--- src/rtl/uart_frame_tx_pkg.sv ---
// Shared tags, frame constants and FSM encoding for the framed UART record sender.
`ifndef RstEnable
`define RstEnable 1'b0
`endif

package uart_frame_tx_pkg;

   localparam logic [1:0]  HDR_TAG         = 2'b10;
   localparam logic [1:0]  TRL_TAG         = 2'b11;
   localparam int unsigned UART_FRAME_BITS = 10;

   typedef enum logic [1:0] {
      ST_IDLE,
      ST_LOAD,
      ST_SEND,
      ST_DONE
   } frame_state_e;

endpackage

--- src/rtl/uart_tx_byte.sv ---
// 8N1 byte serialiser: start bit, 8 data bits LSB-first, stop bit, BAUD_DIV cycles each.
module uart_tx_byte
   import uart_frame_tx_pkg::*;
#(
   parameter int unsigned BAUD_DIV = 5208
) (
   input  logic       clk,
   input  logic       resetn,
   input  logic       start,
   input  logic [7:0] din,
   output logic       tx,
   output logic       done
);

   localparam int unsigned   BW        = (BAUD_DIV > 1) ? $clog2(BAUD_DIV) : 1;
   localparam int unsigned   NW        = $clog2(UART_FRAME_BITS);
   localparam logic [BW-1:0] BAUD_LAST = BW'(BAUD_DIV - 1);
   localparam logic [NW-1:0] BIT_LAST  = NW'(UART_FRAME_BITS - 1);

   logic          active_q, active_d;
   logic [BW-1:0] baud_q, baud_d;
   logic [NW-1:0] bit_q, bit_d;
   logic [9:0]    shreg_q, shreg_d;
   logic          tx_q, tx_d;
   logic          bit_end;
   logic          frame_end;

   assign bit_end   = active_q && (baud_q == BAUD_LAST);
   assign frame_end = bit_end && (bit_q == BIT_LAST);

   always_comb begin
      active_d = active_q;
      baud_d   = baud_q;
      bit_d    = bit_q;
      shreg_d  = shreg_q;
      tx_d     = tx_q;
      if (active_q) begin
         if (bit_end) begin
            baud_d  = '0;
            bit_d   = bit_q + 1'b1;
            shreg_d = {1'b1, shreg_q[9:1]};
            tx_d    = shreg_q[1];
         end else begin
            baud_d = baud_q + 1'b1;
         end
      end
      if (frame_end) begin
         active_d = 1'b0;
         tx_d     = 1'b1;
      end
      // A start in the final stop-bit cycle chains the next byte with no idle gap.
      if (start && (!active_q || frame_end)) begin
         active_d = 1'b1;
         baud_d   = '0;
         bit_d    = '0;
         shreg_d  = {1'b1, din, 1'b0};
         tx_d     = 1'b0;
      end
   end

   always_ff @(posedge clk) begin
      if (resetn == `RstEnable) begin
         active_q <= 1'b0;
         baud_q   <= '0;
         bit_q    <= '0;
         shreg_q  <= '1;
         tx_q     <= 1'b1;
      end else begin
         active_q <= active_d;
         baud_q   <= baud_d;
         bit_q    <= bit_d;
         shreg_q  <= shreg_d;
         tx_q     <= tx_d;
      end
   end

   assign tx   = tx_q;
   assign done = frame_end;

endmodule

--- src/rtl/uart_frame_tx.sv ---
// Buffers {addr, data, kind} records in a small FIFO and sends each as a
// header / 7-bit payload / trailer byte stream on an 8N1 UART line.
module uart_frame_tx
   import uart_frame_tx_pkg::*;
#(
   parameter int unsigned BAUD_DIV   = 5208,
   parameter int unsigned DATA_BYTES = 4,
   parameter int unsigned ADDR_W     = 5,
   parameter int unsigned FIFO_DEPTH = 4
) (
   input  logic                    clk,
   input  logic                    resetn,
   input  logic                    in_valid,
   output logic                    in_ready,
   input  logic [ADDR_W-1:0]       in_addr,
   input  logic [8*DATA_BYTES-1:0] in_data,
   input  logic [1:0]              in_kind,
   output logic                    tx,
   output logic                    busy,
   output logic                    frame_done,
   output logic [7:0]              drop_cnt
);

   localparam int unsigned   DW       = 8 * DATA_BYTES;
   localparam int unsigned   NBYTES   = DATA_BYTES + 2;
   localparam int unsigned   PW       = $clog2(FIFO_DEPTH);
   localparam int unsigned   CW       = PW + 1;
   localparam int unsigned   IW       = $clog2(NBYTES);
   localparam logic [CW-1:0] FULL_CNT = CW'(FIFO_DEPTH);
   localparam logic [IW-1:0] LAST_IDX = IW'(NBYTES - 1);

   typedef struct packed {
      logic [ADDR_W-1:0] addr;
      logic [DW-1:0]     data;
      logic [1:0]        kind;
   } rec_t;

   rec_t          in_rec;
   rec_t          fifo_q [FIFO_DEPTH];
   rec_t          fifo_d [FIFO_DEPTH];
   logic [PW-1:0] wr_ptr_q, wr_ptr_d;
   logic [PW-1:0] rd_ptr_q, rd_ptr_d;
   logic [CW-1:0] count_q, count_d;
   logic          in_ready_q, in_ready_d;
   logic          push;
   logic          pop;

   frame_state_e  state_q, state_d;
   rec_t          rec_q, rec_d;
   logic [IW-1:0] idx_q, idx_d;
   logic          busy_q, busy_d;
   logic          frame_done_q, frame_done_d;
   logic [7:0]    drop_q, drop_d;

   logic [7:0]    frame_c [NBYTES];
   logic [3:0]    msbs_c;
   logic [4:0]    addr5_c;
   logic [7:0]    trailer_c;
   logic          parity_c;

   logic          byte_start;
   logic [7:0]    byte_din;
   logic          byte_done;

   assign in_rec = {in_addr, in_data, in_kind};
   assign push   = in_valid && in_ready_q;
   assign pop    = (state_q == ST_IDLE) && (count_q != '0);

   always_comb begin
      fifo_d = fifo_q;
      if (push) fifo_d[wr_ptr_q] = in_rec;
   end

   always_ff @(posedge clk) begin
      fifo_q <= fifo_d;
   end

   // Byte sequence is a pure function of the latched record, which only changes in IDLE.
   always_comb begin
      for (int unsigned k = 0; k < NBYTES; k++) frame_c[k] = '0;
      msbs_c  = '0;
      addr5_c = '0;
      addr5_c[ADDR_W-1:0] = rec_q.addr;
      for (int unsigned i = 0; i < DATA_BYTES; i++) begin
         frame_c[1+i] = {1'b0, rec_q.data[8*(DATA_BYTES-1-i) +: 7]};
         msbs_c[3-i]  = rec_q.data[8*(DATA_BYTES-1-i) + 7];
      end
      trailer_c = {TRL_TAG, rec_q.kind, msbs_c};
      parity_c  = trailer_c[0];
      for (int unsigned i = 0; i < DATA_BYTES; i++) begin
         parity_c = parity_c ^ rec_q.data[8*i];
      end
      frame_c[0]        = {HDR_TAG, parity_c, addr5_c};
      frame_c[NBYTES-1] = trailer_c;
   end

   always_comb begin
      state_d    = state_q;
      rec_d      = rec_q;
      idx_d      = idx_q;
      byte_start = 1'b0;
      byte_din   = '0;
      wr_ptr_d   = wr_ptr_q;
      rd_ptr_d   = rd_ptr_q;
      count_d    = count_q;
      drop_d     = drop_q;

      case (state_q)
         ST_IDLE: begin
            if (pop) begin
               rec_d   = fifo_q[rd_ptr_q];
               state_d = ST_LOAD;
            end
         end
         ST_LOAD: begin
            byte_start = 1'b1;
            byte_din   = frame_c[0];
            idx_d      = '0;
            state_d    = ST_SEND;
         end
         ST_SEND: begin
            if (byte_done) begin
               if (idx_q == LAST_IDX) begin
                  state_d = ST_DONE;
               end else begin
                  byte_start = 1'b1;
                  byte_din   = frame_c[idx_q + 1'b1];
                  idx_d      = idx_q + 1'b1;
               end
            end
         end
         ST_DONE: state_d = ST_IDLE;
         default: state_d = ST_IDLE;
      endcase

      if (push) wr_ptr_d = wr_ptr_q + 1'b1;
      if (pop)  rd_ptr_d = rd_ptr_q + 1'b1;
      case ({push, pop})
         2'b10:   count_d = count_q + 1'b1;
         2'b01:   count_d = count_q - 1'b1;
         default: count_d = count_q;
      endcase

      // Ready reflects occupancy before any same-cycle pop, so a full FIFO refuses that push.
      in_ready_d   = (count_d != FULL_CNT);
      busy_d       = (state_d != ST_IDLE) || (count_d != '0);
      frame_done_d = (state_d == ST_DONE);
      if (in_valid && !in_ready_q && (drop_q != 8'hFF)) drop_d = drop_q + 1'b1;
   end

   always_ff @(posedge clk) begin
      if (resetn == `RstEnable) begin
         state_q      <= ST_IDLE;
         rec_q        <= '0;
         idx_q        <= '0;
         wr_ptr_q     <= '0;
         rd_ptr_q     <= '0;
         count_q      <= '0;
         in_ready_q   <= 1'b1;
         busy_q       <= 1'b0;
         frame_done_q <= 1'b0;
         drop_q       <= '0;
      end else begin
         state_q      <= state_d;
         rec_q        <= rec_d;
         idx_q        <= idx_d;
         wr_ptr_q     <= wr_ptr_d;
         rd_ptr_q     <= rd_ptr_d;
         count_q      <= count_d;
         in_ready_q   <= in_ready_d;
         busy_q       <= busy_d;
         frame_done_q <= frame_done_d;
         drop_q       <= drop_d;
      end
   end

   uart_tx_byte #(
      .BAUD_DIV (BAUD_DIV)
   ) u_tx_byte (
      .clk    (clk),
      .resetn (resetn),
      .start  (byte_start),
      .din    (byte_din),
      .tx     (tx),
      .done   (byte_done)
   );

   assign in_ready   = in_ready_q;
   assign busy       = busy_q;
   assign frame_done = frame_done_q;
   assign drop_cnt   = drop_q;

endmodule

--- config.mk ---
export PLATFORM = sky130hd
export DESIGN_NAME = uart_frame_tx
export DESIGN_NICKNAME = d
export VERILOG_FILES = /design/src/rtl/uart_frame_tx_pkg.sv /design/src/rtl/uart_tx_byte.sv /design/src/rtl/uart_frame_tx.sv
export SDC_FILE = /design/constraint.sdc
export NUM_CORES = 1
export LEC_CHECK = 0
export ABC_AREA = 1
export CAP_MARGIN = 20
export CELL_PAD_IN_SITES_DETAIL_PLACEMENT = 1
export CELL_PAD_IN_SITES_GLOBAL_PLACEMENT = 1
export CORE_MARGIN = 2
export CORE_UTILIZATION = 51
export DETAILED_ROUTE_END_ITERATION = 16
export PLACE_DENSITY_LB_ADDON = 0.1
export SKIP_LAST_GASP = 1
export SLEW_MARGIN = 30
export SYNTH_ARGS = -nofsm -noshare
export SYNTH_HDL_FRONTEND = slang
export SYNTH_SLANG_ARGS = --single-unit
--- constraint.sdc ---
create_clock -name clk -period 7 [get_ports clk]
set_input_delay 1.75 -clock clk [delete_from_list [all_inputs] [get_ports clk]]
set_output_delay 1.75 -clock clk [all_outputs]
set_load 0.02 [all_outputs]
[Word-level counts from Yosys, hierarchy flattened]
Cells that the tools add are included.
Storage, ports and cells
  register bits: 246
  latch bits: 0
  memory bits (writable): 0
  memory bits (read-only): 0
  input port bits: 42
  output and inout port bits: 12
  memories kept: 0
Operators by class
  add/sub/neg operators: 8
  $mul: 0
  div/mod/pow operators: 0
  $lt $le $gt $ge: 4
  equality and inequality tests: 13
  shift-type cells: 0
  multiplexer cells: 33
  bitwise gates (word level): 8
  reductions and logical operators: 28
Operators by type and width (number)
  156-bit bitwise mux: 1
  39-bit two-way mux: 3
  39-bit binary-select mux with 2-bit select: 1
  39-bit demux with 2-bit select: 1
  8-bit two-way mux: 4
  9-bit two-way mux: 3
  8-bit binary-select mux with 3-bit select: 1
  8-bit case mux with 2 select lines: 1
  13-bit by 1-bit adder with 13-bit output (second input constant): 1
  13-bit == test (second input constant): 1
  13-bit two-way mux: 1
  3-bit case mux with 2 select lines: 2
  3-bit nonzero test: 4
  2-bit nonzero test: 5
  8-bit by 1-bit adder with 8-bit output (second input constant): 1
  2-bit == test (second input constant): 4
  1-bit logical AND: 8
  1-bit two-way mux: 8
  8-bit != test (second input constant): 1
  2-bit case mux with 4 select lines: 1
  2-bit AND reduction: 4
  3-bit by 1-bit adder with 3-bit output (second input constant): 2
  3-bit >= comparator (second input constant): 2
  2-bit two-way mux: 3
  other kinds (22): 31

[Longest topological paths before layout]
Gate-level depths: netlist of run 1.
  depth in word-level cells: 11
  depth in mapped cells: 14
  gate-level depth less buffers: 13

[Cells and area by module]
A second synthesis of run 1 with hierarchy kept.
Second synthesis, totals
  cells, all modules: 1037
  area total of the unflattened synthesis: 10347.4 um^2
Modules (own cells, without submodules)
  uart_frame_tx: instances 1, cells an instance 824, area each 8897.3 um^2, sequential area each 5925.7 um^2
  uart_tx_byte: instances 1, cells an instance 213, area each 1450.1 um^2, sequential area each 540.5 um^2

[Least setup slack after synthesis of run 1]
Ideal clock, no wire load.
  path type: input port to flip-flop
  from: in in_valid
  to: reg fifo_q[0] (netlist name) (enable)
  arrival time: 3.575 ns
  data required time: 6.565 ns
  slack: 2.989 ns
  stages: 2
  path buffers: 0
  path through: nand2_1 > nor2_1
On the way
  cells in the longest elaborated chain, start to end: 1
Ends and longest elaborated chain
  start, declared: RTL line uart_frame_tx.sv:13  | input logic in_valid,
  1-bit logical AND: RTL line uart_frame_tx.sv:66  | assign push = in_valid && in_ready_q;
  end signal, assigned: RTL line uart_frame_tx.sv:75  | fifo_q <= fifo_d;
  end, declared: RTL line uart_frame_tx.sv:39  | rec_t fifo_q [FIFO_DEPTH];
Every way passes these cells.
A chain may end at the register's enable or synchronous reset.

[Worst setup path after layout of run 1]
  from: in in_valid
  to: reg in_ready_q (netlist: in_ready)
On the way
  cells in the longest elaborated chain, start to end: 4
Ends and longest elaborated chain
  1-bit logical AND *: RTL line uart_frame_tx.sv:66
  2-bit by 1-bit == test with 1-bit output / 2-bit == test (equally long branches): RTL line uart_frame_tx.sv:138  | case ({push, pop})
  3-bit case mux with 2 select lines *: RTL line uart_frame_tx.sv:138
  3-bit != test *: RTL line uart_frame_tx.sv:145  | in_ready_d = (count_d != FULL_CNT);
  end signal, assigned: RTL line uart_frame_tx.sv:170  | in_ready_q <= in_ready_d;
  end, declared: RTL line uart_frame_tx.sv:44  | logic in_ready_q, in_ready_d;
Every way passes the cells marked *; elsewhere a longest branch is shown, timed or not.

==> results.txt, run 1 <==
STA classifies the critical path startpoint as an input pin. Among all stages on the critical path, the largest delay is contributed by clkdlybuf4s50_1. The static leakage is about 4.4 nW.

The detailed-routing iteration count for the pre-antenna-repair pass is 4. The shortest period the worst path allows is approximately 3.6 ns. The residual antenna-violating net count after detailed routing came out at 0. The leftover overflow at the end of global routing came out at 0. The largest stage delay on the critical path is about 0.42 ns. The layout overhead on the synthesized area came out at 15.70%. The gate count after technology mapping is 1048. The via count of the first global-routing pass is about 8000. The repair_antennas step left the layout with diodes totalling 0. The critical path goes through clkdlybuf4s50_1 > nand2_1 > ha_1 > inv_1 > fa_1 > a21oi_1 > o21ai_0 > xor2_1 > inv_1 > nor2_1 > nand3_1.

From left edge to right edge, the die measures ~150 µm. The count of final hold-check violations is 0. The fraction of final layout cells sized beyond drive strength 1 is around 6.6%. The synthesized netlist devotes 1.534% of its cell area to XOR and XNOR gates. The count of pins over their slew limit is 0. By area, the combinational part of the netlist is dominated by simple AND/OR/NAND/NOR gates. The leading cell type in the layout, fill and taps excluded is nor2_1.

The placeable core region came out at just under 20000 µm². The clock transition time at the flip-flop clock pins of the worst setup and hold paths came out at ~0.060 ns. The vias per cell came out at between 5 and 6. The synthesized netlist net count is roughly 1100. Entering global routing, the biggest net connects ~80 pins. The run finished with clean final reports. In the final routed layout, each cell accounts on average for 17.95 µm. After synthesis the netlist holds a flip-flop and latch count of 245. For the pin with the worst max-slew slack, the measured transition is roughly 0.93 ns.

Once detailed placement completed, the half-perimeter wirelength came to about 14000 µm. Setup repair after global routing left no endpoint under its margin. Counting the fill cells in the layout gives 2175. The library cells used most frequently in the layout, excluding fill and tap cells, are nor2_1 (199), edfxtp_1 (156), nand2_1 (149).

The sequential area share after synthesis came out at roughly 63%. The most numerous cell type found on the critical path is inv_1. The clock reaches the later pin of the worst-skew pair after ~0.55 ns. The global routing usage summed across all routing layers came out at roughly a quarter. Summing the areas of all compound-gate instances in the mapped netlist gives between 10% and 20% of the synthesized area. The number of nets in the finished design is 1145. The boundary pin count came out at 54. Once the floorplan was initialized, standard cells occupied between 50% and 60% of the core.

In this design, the largest share of critical-path delay is due to simple AND/OR/NAND/NOR gates. The number of gates resized after CTS came out at 0. The data required time at the worst endpoint is ~7.4 ns. The cell count of the worst hold path is 2.

The floorplan die height is 146.0 µm. The number of warnings printed during yosys synthesis came out at 0. The global placer's final weighted congestion came out at between 0.7 and 0.8. The largest fanout of any net on the critical path came out at 9. After synthesis, the mean cell area works out to ~10 µm². The buffers inserted during post-CTS setup optimization came out at 0. The multiplexer fraction of the synthesized cell area came out at less than 1%. STA classifies the critical path endpoint as a flip-flop. Dividing total power by cell area gives a power density of between 300 and 400 nW/µm². The classification of the worst setup path is in2reg. After clock tree synthesis, the flow added hold-fix buffers numbering 0. The floorplan step defined a die boundary enclosing 21300 µm². The path depth of the worst reg2reg path is 14.

The tree is rooted in a clkbuf_16. The signal arrival time at the worst endpoint is 4.06 ns. The post-synthesis share of cell area spent on and, or, nand and nor gates is between 15 and 20%. Measured against its own limit, the worst slew margin works out to 37.80%. The post-detailed-routing wire length came out at about 25000 µm. The summed negative setup slack over all endpoints is 0 ns.

For the final database, setup skew stands at approximately 0.013 ns. The count of routing violations after the opening detailed-route iteration came out at between 300 and 400. Setup violations remaining at the end of the flow were counted as 0. The number of antenna violations at the first check in global routing is 0. The wire length of the first global-routing pass is roughly 40000 µm. In this run the deepest clock path goes through 3 buffers. The peak supply drop is around 0.00023 V. The maximum clock rate is between 200 and 300 MHz. The number of maximum-capacitance violations is 0. The routed layout has 7521 vias.

The number of port buffers came out at 53. The number of buffer and inverter stages on the critical path came out at 3. The area of all placed cells without fillers is approximately 12000 µm².

The share of the clock period used by the worst path after layout is between 50% and 60%. The CTS tree is done. In this run the number of H-tree levels came out at 1. The adder-cell share of the synthesized area came out at roughly 2.1%. The placed standard-cell area is approximately 11000 µm². The DRC violation count after routing came out at 0. The number of buffers added by the clock tree synthesis step came out at 26.

In this run the number of cells on the critical path is 11. The number of cell rows came out at 51. The clock sink total is 245. After synthesis, the netlist uses 40 different library cells. The path class of the tightest hold or removal check is reg2reg. The cell area that synthesis handed to floorplanning was 10280 µm². The end-of-flow core utilization is between 60% and 70%.
-- power by group --
part / internal (W) / total (W) / leakage, nW / switching (W)
registers: 0.00180 / 0.00192 / 2.16 / 0.000124
logic: 0.000361 / 0.00120 / 1.78 / 0.000838
clock network: 0.000811 / 0.00137 / 0.414 / 0.000556
-- cell families (layout without fill, tap and decap cells) --
| group | Yosys count | count (layout) |
|---|---|---|
| AO/OA/AOI/OAI | 202 | 202 |
| multiplexers | 1 | 1 |
| AND/OR/NAND/NOR | 437 | 437 |
| buffers and inverters | 128 | 186 |
| adder cells (fa/ha/maj) | 17 | 17 |
| XOR/XNOR | 18 | 18 |
| flip-flops | 245 | 245 |
-- flip-flops by register name, indices dropped and copies added (netlist names) --
signal,count
fifo_q,156
frame_c,34
u_tx_byte.baud_q,13
drop_cnt,8
u_tx_byte.shreg_q,8
addr5_c,5
u_tx_byte.bit_q,4
count_q,3
idx_q,3
rd_ptr_q,2
state_q,2
wr_ptr_q,2
busy,1
frame_done,1
in_ready,1
u_tx_byte.active_q,1
u_tx_byte.tx,1
-- cell usage after synthesis (all sizes together) --
master | n | area [µm²]
nand3 | 53 | 295.3
a21oi | 27 | 135.1
a31oi | 40 | 250.2
fa | 1 | 20.02
nor4 | 2 | 18.77
mux2i | 1 | 10.01
ha | 16 | 200.2
nand2 | 154 | 595.6
o21ai | 130 | 654.4
nand3b | 1 | 7.510
xor2 | 12 | 105.1
nand4 | 9 | 56.30
xnor2 | 6 | 52.55
or2 | 2 | 12.52
inv | 76 | 285.3
o211ai | 3 | 27.52
nor2 | 207 | 802.0
a41oi | 1 | 8.760
edfxtp | 156 | 4684
clkbuf | 36 | 135.1
dfxtp | 89 | 1782
o22ai | 1 | 6.260
buf | 16 | 81.32
and3 | 1 | 6.260
nor3 | 8 | 45.04
-- stage by stage --
step,worst slack [ns],total power (W),hold slack [ns],cells
3_3_place_gp,2.958,0.003083,0.4754,1323
6_report,3.358,0.004487,0.4985,1371
3_5_place_dp,2.792,0.003141,0.4891,1323
2_1_floorplan,2.989,0.002751,0.4556,1048
4_1_cts,3.360,0.004525,0.4985,1371
5_1_grt,3.222,0.004757,0.5121,1371
-- tightest hold or removal path, delay by kind of cell, from the launching register on --
kind,cells,cell delay [ns]
compound gates,1,0.06
simple gates,1,0.07
flops,1,0.33
-- area by class of cell --
| class | instances | area (µm²) | share of cell area, % |
|---|---|---|---|
| multi-input cells | 675 | 3354 | 28.21 |
| well taps | 265 | 331.6 | 2.788 |
| inverters | 76 | 287.8 | 2.420 |
| clock inverters | 12 | 158.9 | 1.336 |
| flip-flops and latches | 245 | 6467 | 54.39 |
| repair buffers | 62 | 593.1 | 4.987 |
| clock buffers | 36 | 698.2 | 5.871 |
-- layer usage --
metal  part of all wire, %  GRT usage, %  wire, µm  vias to the layer above
met3                   3.6         3.041       876                       41
met1                    43         29.78     10640                     3714
met4                   2.4         7.549       594                        0
met2                    51         42.05     12500                      135
li1                      -             -         -                     3631
met5                     0             0         0                        -
-- path summary, 6_finish.rpt --
check	startpoint	endpoint	slack, ns
hold reg to reg	u_tx_byte.baud_q[12]$_SDFFE_PP0P_	u_tx_byte.baud_q[12]$_SDFFE_PP0P_	0.50
setup reg to reg	state_q[0]$_SDFF_PN0_	in_ready$_SDFF_PN1_	3.94
setup / recovery	in_valid	in_ready$_SDFF_PN1_	3.36
hold / removal	u_tx_byte.baud_q[12]$_SDFFE_PP0P_	u_tx_byte.baud_q[12]$_SDFFE_PP0P_	0.50
Power figures use the tool's default switching activity.
==> inputs of run 2 (changes only) <==
- CORE_UTILIZATION: 51 -> 47
- clock period: 7 -> 3.7 ns (I/O delays scaled with it)
==> results.txt, run 2 (synthesized netlist as in run 1, its figures left out) <==
The run finished with clean final reports. The filler cells instantiated in the layout total roughly 2400. Cells with a size suffix above 1 make up roughly 7.1% of the layout. The number of cells on the worst reg-to-reg path is 9.

The kind of end point of the critical path is an output port. The detailed router finished its first iteration with between 200 and 300 violations. Setup repair after global routing left no endpoint under its margin. The global routing usage summed across all routing layers is about 21%. The maximum clock rate is between 300 and 400 MHz. The transition time at the pin with the least slew margin is about 0.91 ns.

The largest single stage delay on the critical path is approximately 0.64 ns. The leftover overflow at the end of global routing came out at 0. The clock insertion delay at the later pin of the skew report is ~0.53 ns.

Ranked by flip-flop count, first place goes to fifo_q. The clock sink total is ~250. The residual antenna-violating net count after detailed routing came out at 0. The count of final hold-check violations came out at 0.

The number of antenna violations at the first check in global routing is 0. The die is roughly 150 µm wide. The worst register-to-register path begins at idx_q[0]$_SDFFE_PN0P_. The post-detailed-routing wire length is ~24000 µm.

The layout overhead on the synthesized area came out at 16.07%. The share of the clock period used by the worst path after layout is 67.84%. The DRC violation count after routing came out at 0. The largest fanout of any net on the critical path is 5. The cell sitting at the root of the clock tree is a clkbuf_16. In this run the most critical hold path is launched from u_tx_byte.baud_q[12]$_SDFFE_PP0P_. The half-perimeter wire length after detailed placement is roughly 15000 µm. TritonCTS built the clock tree. The register with the most flip-flops in the layout has 156 of them. The kind of start point of the critical path is a flip-flop. The top cell types in the final layout, fill and taps aside, are nor2_1 (199), edfxtp_1 (156), nand2_1 (149). The most critical setup path has its startpoint at drop_cnt[3]$_SDFFE_PN0P_. The worst hold path belongs to the class reg2reg. Setup violations remaining at the end of the flow were counted as 0.

The first global-routing pass estimated around 40000 µm of wire. After detailed routing, the number of vias per cell comes to 5.319. In this run the number of H-tree levels came out at 1. Gates resized during post-CTS repair numbered 0.

The final worst slack came out at around 1.2 ns. The floorplan step defined a die boundary enclosing roughly 23000 µm². After clock tree synthesis, the clock-pin slew on the worst setup and hold paths is about 0.060 ns.

The data required time at the worst endpoint came out at between 2 and 3 ns. The number of cell rows came out at between 50 and 60. The classification of the worst setup path is reg2out. The cell count of the worst hold path came out at 2. The number of buffer and inverter stages on the critical path came out at 1. The count of pins over their slew limit is 0. The number of hold buffers added after cts is 0. The repair_antennas step left the layout with diodes totalling 0. The average detailed-routed wire length per instance is 17.37 µm. The initial core utilization came out at 47.53%. The worst-case clock skew came out at around 0.012 ns.

The library cell used most frequently in the layout, excluding fill and tap cells, is nor2_1. The maximum clock insertion buffer count is 3. The relative slew slack came out at approximately two fifths. The kind of cell adding the most delay to the critical path is buffers and inverters. The summed negative setup slack over all endpoints came out at 0 ns.

The setup slack after placement came out at 0.7770 ns. The number of maximum-capacitance violations is 0. between 50 and 60 I/O pins were placed. The number of buffers added by the clock tree synthesis step came out at 26. The power density normalized to cell area came out at between 700 and 800 nW/µm². The via count of the first global-routing pass is about 7700.

The worst-case IR drop observed on VDD is approximately 0.00043 V. At the end of the flow, the number of nets in the layout was 1148. The number of logic stages on the critical path including buffering is 1. Summing over every cut layer, the via total after detailed routing is about 7400. The placeable core region is ~22000 µm². The slowest cell on the critical path is clkdlybuf4s50_1. The global placer's final weighted congestion came out at 0.7817. The pin count of the biggest net entering global routing came out at 81. Counting I/O delays and the setup requirement, the final critical path takes ~2.5 ns. In this run the vertical extent of the chip is between 150 and 200 µm. The signal on the critical path passes through clkdlybuf4s50_1. Before antenna repair, the detailed router went through 4 iterations. Once the clock tree was built, the setup fixing pass inserted 0 buffers. The number of port buffers came out at 53. The signal arrival time at the worst endpoint is approximately 1.6 ns. The static leakage came out at around 4.4 nW.
run 2: cell types whose count changed in the layout (fill, tap and decap cells not counted), moves of 2 or more:
cell and change:
clkbuf_8 +4, clkinv_1 -3, buf_4 +2, bufinv_16 -2, inv_4 +2
run 2: where the power goes:
| group | switching [W] | internal (W) |
|---|---|---|
| combinational | 0.00155 | 0.000692 |
| clock | 0.00104 | 0.00151 |
| sequential | 0.000227 | 0.00340 |
run 2: metal layers:
| layer | up-vias | wire [µm] | GRT usage (%) |
|---|---|---|---|
| li1 | 3646 | - | - |
| met1 | 3634 | 10900 | 26.69 |
| met2 | 79 | 12120 | 37.52 |
| met3 | 29 | 709 | 2.767 |
| met4 | 0 | 390 | 4.673 |
| met5 | - | 0 | 0 |
run 2: cell type report:
class	count	area, µm²	share of cell area (%)
clock buffers	40	774.5	6.493
clock inverters	8	66.31	0.5559
inverters	76	287.8	2.412
multi-input cells	675	3354	28.12
flip-flops and latches	245	6467	54.22
well taps	280	350.3	2.937
repair buffers	65	628.1	5.265
run 2: worst paths after layout:
kind | endpoint | slack, ns
max | drop_cnt[3] | 1.19
min | u_tx_byte.baud_q[12]$_SDFFE_PP0P_ | 0.49
max reg2reg | u_tx_byte.shreg_q[2]$_SDFFE_PN1P_ | 1.28
min reg2reg | u_tx_byte.baud_q[12]$_SDFFE_PP0P_ | 0.49
run 2: stage by stage:
stage	util (%)	total power [W]	std cells	hold WS, ns	area [µm²]
floorplan	-	0.005205	1048	0.4556	10280
global placement	51.27	0.005868	1341	0.4776	11090
detailed placement	51.28	0.005954	1341	0.4914	11090
CTS	55.17	0.008522	1389	0.5006	11930
global route	55.17	0.008955	1389	0.5278	11930
finish	55.17	0.008416	1389	0.4892	11930
run 2: worst register-to-register path, stage by stage, from the launching register on:
cell	delay, ns
dfxtp_1	0.65
inv_1	0.15
ha_1	0.45
nor2_1	0.45
nand2_1	0.11
a21oi_1	0.23
nand3_1	0.10
nand3_1	0.12
nand2_1	0.06
nand2_1	0.05
==> inputs of run 3 (changes only) <==
- CORE_UTILIZATION: 47 -> 42
- clock period: 3.7 -> 2.1 ns (I/O delays scaled with it)
==> results.txt, run 3 (synthesized netlist as in run 1, its figures left out) <==
The path depth of the worst reg2reg path came out at 13. The width of the die came out at 160.4 µm. The peak supply drop came out at about 0.00075 V. The number of cell rows is between 50 and 60. The number of maximum-capacitance violations came out at 0. The power consumption is ~0.016 W. The global placer's final weighted congestion is 0.7855. The worst reg-to-reg setup slack came out at about 0.038 ns. The half-perimeter wire length after detailed placement came out at 15950 µm. The number of diodes is 0. The pin count of the biggest net entering global routing came out at 80. The layout overhead on the synthesized area came out at 23.23%. The count of placed standard cells in the final layout, fillers left out came out at approximately 1500. Counting instances, the worst hold path has a depth of 3. The hold path startpoint is resetn. The leftover overflow at the end of global routing came out at 0. The register with the most flip-flops in the final layout is fifo_q. The tightest min-delay check is of the in2reg type. The data required time at the worst endpoint came out at between 2 and 3 ns. The shortest period the worst path allows came out at a little over 2 ns.

For this design the ratio of total power to cell area is 1276 nW/µm². The vias per cell is around 5.1. At the pin with the least slew margin, the transition time is about 0.56 ns.

The via count of the first global-routing pass is approximately 7900. The number of hold buffers added after cts came out at 0. The fraction of final layout cells sized beyond drive strength 1 is ~13%. The worst setup path is of the reg2reg kind. The count of buffers added on input and output ports is 53. The worst-case clock skew is roughly 0.014 ns. The clock insertion delay at the later pin of the skew report is 0.55 ns. The setup slack after placement is -0.3284 ns. The maximum clock rate is 484.9 MHz. The final setup violation count came out at 0. The area of all placed cells without fillers came out at about 13000 µm². The clock sink total came out at between 200 and 250. The detailed-routing iteration count for the pre-antenna-repair pass came out at 4. After detailed routing, the average wire length per cell comes to between 15 and 20 µm. For the worst setup path, the data arrival time is between 2 and 2.5 ns.

TritonCTS built the clock tree. The number of antenna violations at the first check in global routing is 0. Along the worst path, the maximum fanout reaches 2. The count of final hold-check violations is 0.

The count of pins over their slew limit is 0. The critical path starts at state_q[0]$_SDFF_PN0_. For this design, the slowest cell found on the critical path is fa_2. The placeable core region came out at roughly 24000 µm². The worst setup path is captured at a flip-flop. The number of nets in the finished design came out at between 1000 and 1500. The number of levels in the clock H-tree is 1. The maximum clock insertion buffer count came out at 3. The largest stage delay on the critical path is roughly 0.35 ns. The endpoint of the worst register-to-register path is in_ready$_SDFF_PN1_.

Clock tree synthesis inserted a total of 27 buffers. The register with the most flip-flops in the layout has roughly 160 of them. CTS placed an instance of clkbuf_16 at the clock tree root. The analysis attributes to cell leakage a power of roughly 4.8 nW.

The initial core utilization is a little over two fifths. The placed standard-cell area came out at between 10000 and 15000 µm². In the layout the commonest cells are nor2_1 (196), edfxtp_1 (156), nand2_1 (148). The leading cell type in the layout, fill and taps excluded is nor2_1. Among the stages of the critical path, the cell type that occurs most often is inv_2. The final worst slack came out at 0.03751 ns. The share of the clock period used by the worst path after layout came out at 98.21%. The clock transition time at the flip-flop clock pins of the worst setup and hold paths is around 0.060 ns. The run finished with clean final reports. The routed layout has 7498 vias. The floorplan die height came out at about 160 µm. The routed design has between 20000 and 30000 µm of wire.

The global routing usage summed across all routing layers is around 20%. The worst register-to-register path begins at state_q[0]$_SDFF_PN0_. The boundary pin count came out at 54.

Setup repair after global routing could not meet its margin everywhere. The floorplan step defined a die boundary enclosing around 26000 µm². STA classifies the critical path startpoint as a flip-flop. The first global-routing pass estimated 41350 µm of wire. The path with the worst hold slack has its endpoint at drop_cnt[2]$_SDFFE_PN0P_. The number of placed instances with taps included is ~1400. The critical path goes through inv_2 > ha_4 > inv_4 > a31oi_4 > ha_2 > inv_2 > fa_2 > a21oi_2 > o21ai_2 > xor2_2 > inv_1 > nor2_2 > nand3_1.

The relative slew slack is a little over three fifths. The DRC violation count after routing is 0. The residual antenna-violating net count after detailed routing came out at 0. The count of routing violations after the opening detailed-route iteration came out at about 430.
## run 3: cell count changes in the layout (fill, tap and decap cells not counted), moves of 5 or more
cell / previous run / this run
dlygate4sd2_1: 0 / 6
clkbuf_1: 8 / 3
inv_2: 3 / 8
buf_12: 1 / 9
buf_4: 11 / 49
inv_1: 72 / 67
clkdlybuf4s50_1: 52 / 44
## run 3: worst max-delay path by stage
| stage | end | slack, ns | cells past startpoint |
|---|---|---|---|
| detailed placement | in_ready$_SDFF_PN1_ | -0.33 | 11 |
| global route | in_ready$_SDFF_PN1_ | -0.07 | 13 |
| finish | in_ready$_SDFF_PN1_ | 0.04 | 13 |
| global placement | in_ready$_SDFF_PN1_ | -0.29 | 11 |
| CTS | in_ready$_SDFF_PN1_ | -0.01 | 13 |
| floorplan | in_ready$_SDFF_PN1_ | -0.12 | 14 |
## run 3: worst max-delay path: cells and delay by family (launching register included)
kind | cells | cell delay, ns
adder cells (fa/ha/maj) | 3 | 0.67
XOR/XNOR | 1 | 0.14
flip-flops | 1 | 0.33
buffers and inverters | 4 | 0.22
AO/OA/AOI/OAI | 3 | 0.36
AND/OR/NAND/NOR | 2 | 0.22
## run 3: cell type report
class                   count  area (µm²)
fillers                  2669       11510
multi-input cells         676        3431
repair buffers            112        1082
clock inverters            10       140.1
clock buffers              40       847.1
well taps                 324       405.4
flip-flops and latches    245        6471
inverters                  76       287.8
## run 3: power by group
group | switching, W | internal (W) | leakage [nW]
clock network | 0.00195 | 0.00317 | 0.494
logic | 0.00293 | 0.00173 | 2.13
registers | 0.000400 | 0.00599 | 2.16
total | 0.00528 | 0.0109 | 4.78
## run 3: per-stage QoR
stage | hold WS (ns) | utilization (%) | setup TNS [ns]
3_3_place_gp | 0.4735 | 47.65 | -0.8095
4_1_cts | 0.2638 | 51.87 | -0.01045
2_1_floorplan | 0.4556 | - | -12.83
3_5_place_dp | 0.4858 | 47.65 | -0.8855
5_1_grt | 0.2822 | 52.38 | -0.1711
6_report | 0.2845 | 52.38 | 0
## run 3: repair_timing
| item | 4_1_cts | 5_1_grt |
|---|---|---|
| gates cloned | 0 | 1 |
| setup endpoints to repair | 7 | 44 |
| buffers inserted | 3 | 8 |
| resized for setup | 12 | 16 |
| pin swaps | 6 | 12 |
## run 3: layer usage
layer / track usage [%] / part of all wire (%) / vias to the layer above
li1: - / - / 3737
met3: 2.815 / 2.8 / 35
met2: 35.23 / 49 / 89
met4: 4.300 / 1.9 / 0
met1: 26.60 / 46 / 3637
met5: 0 / 0 / -
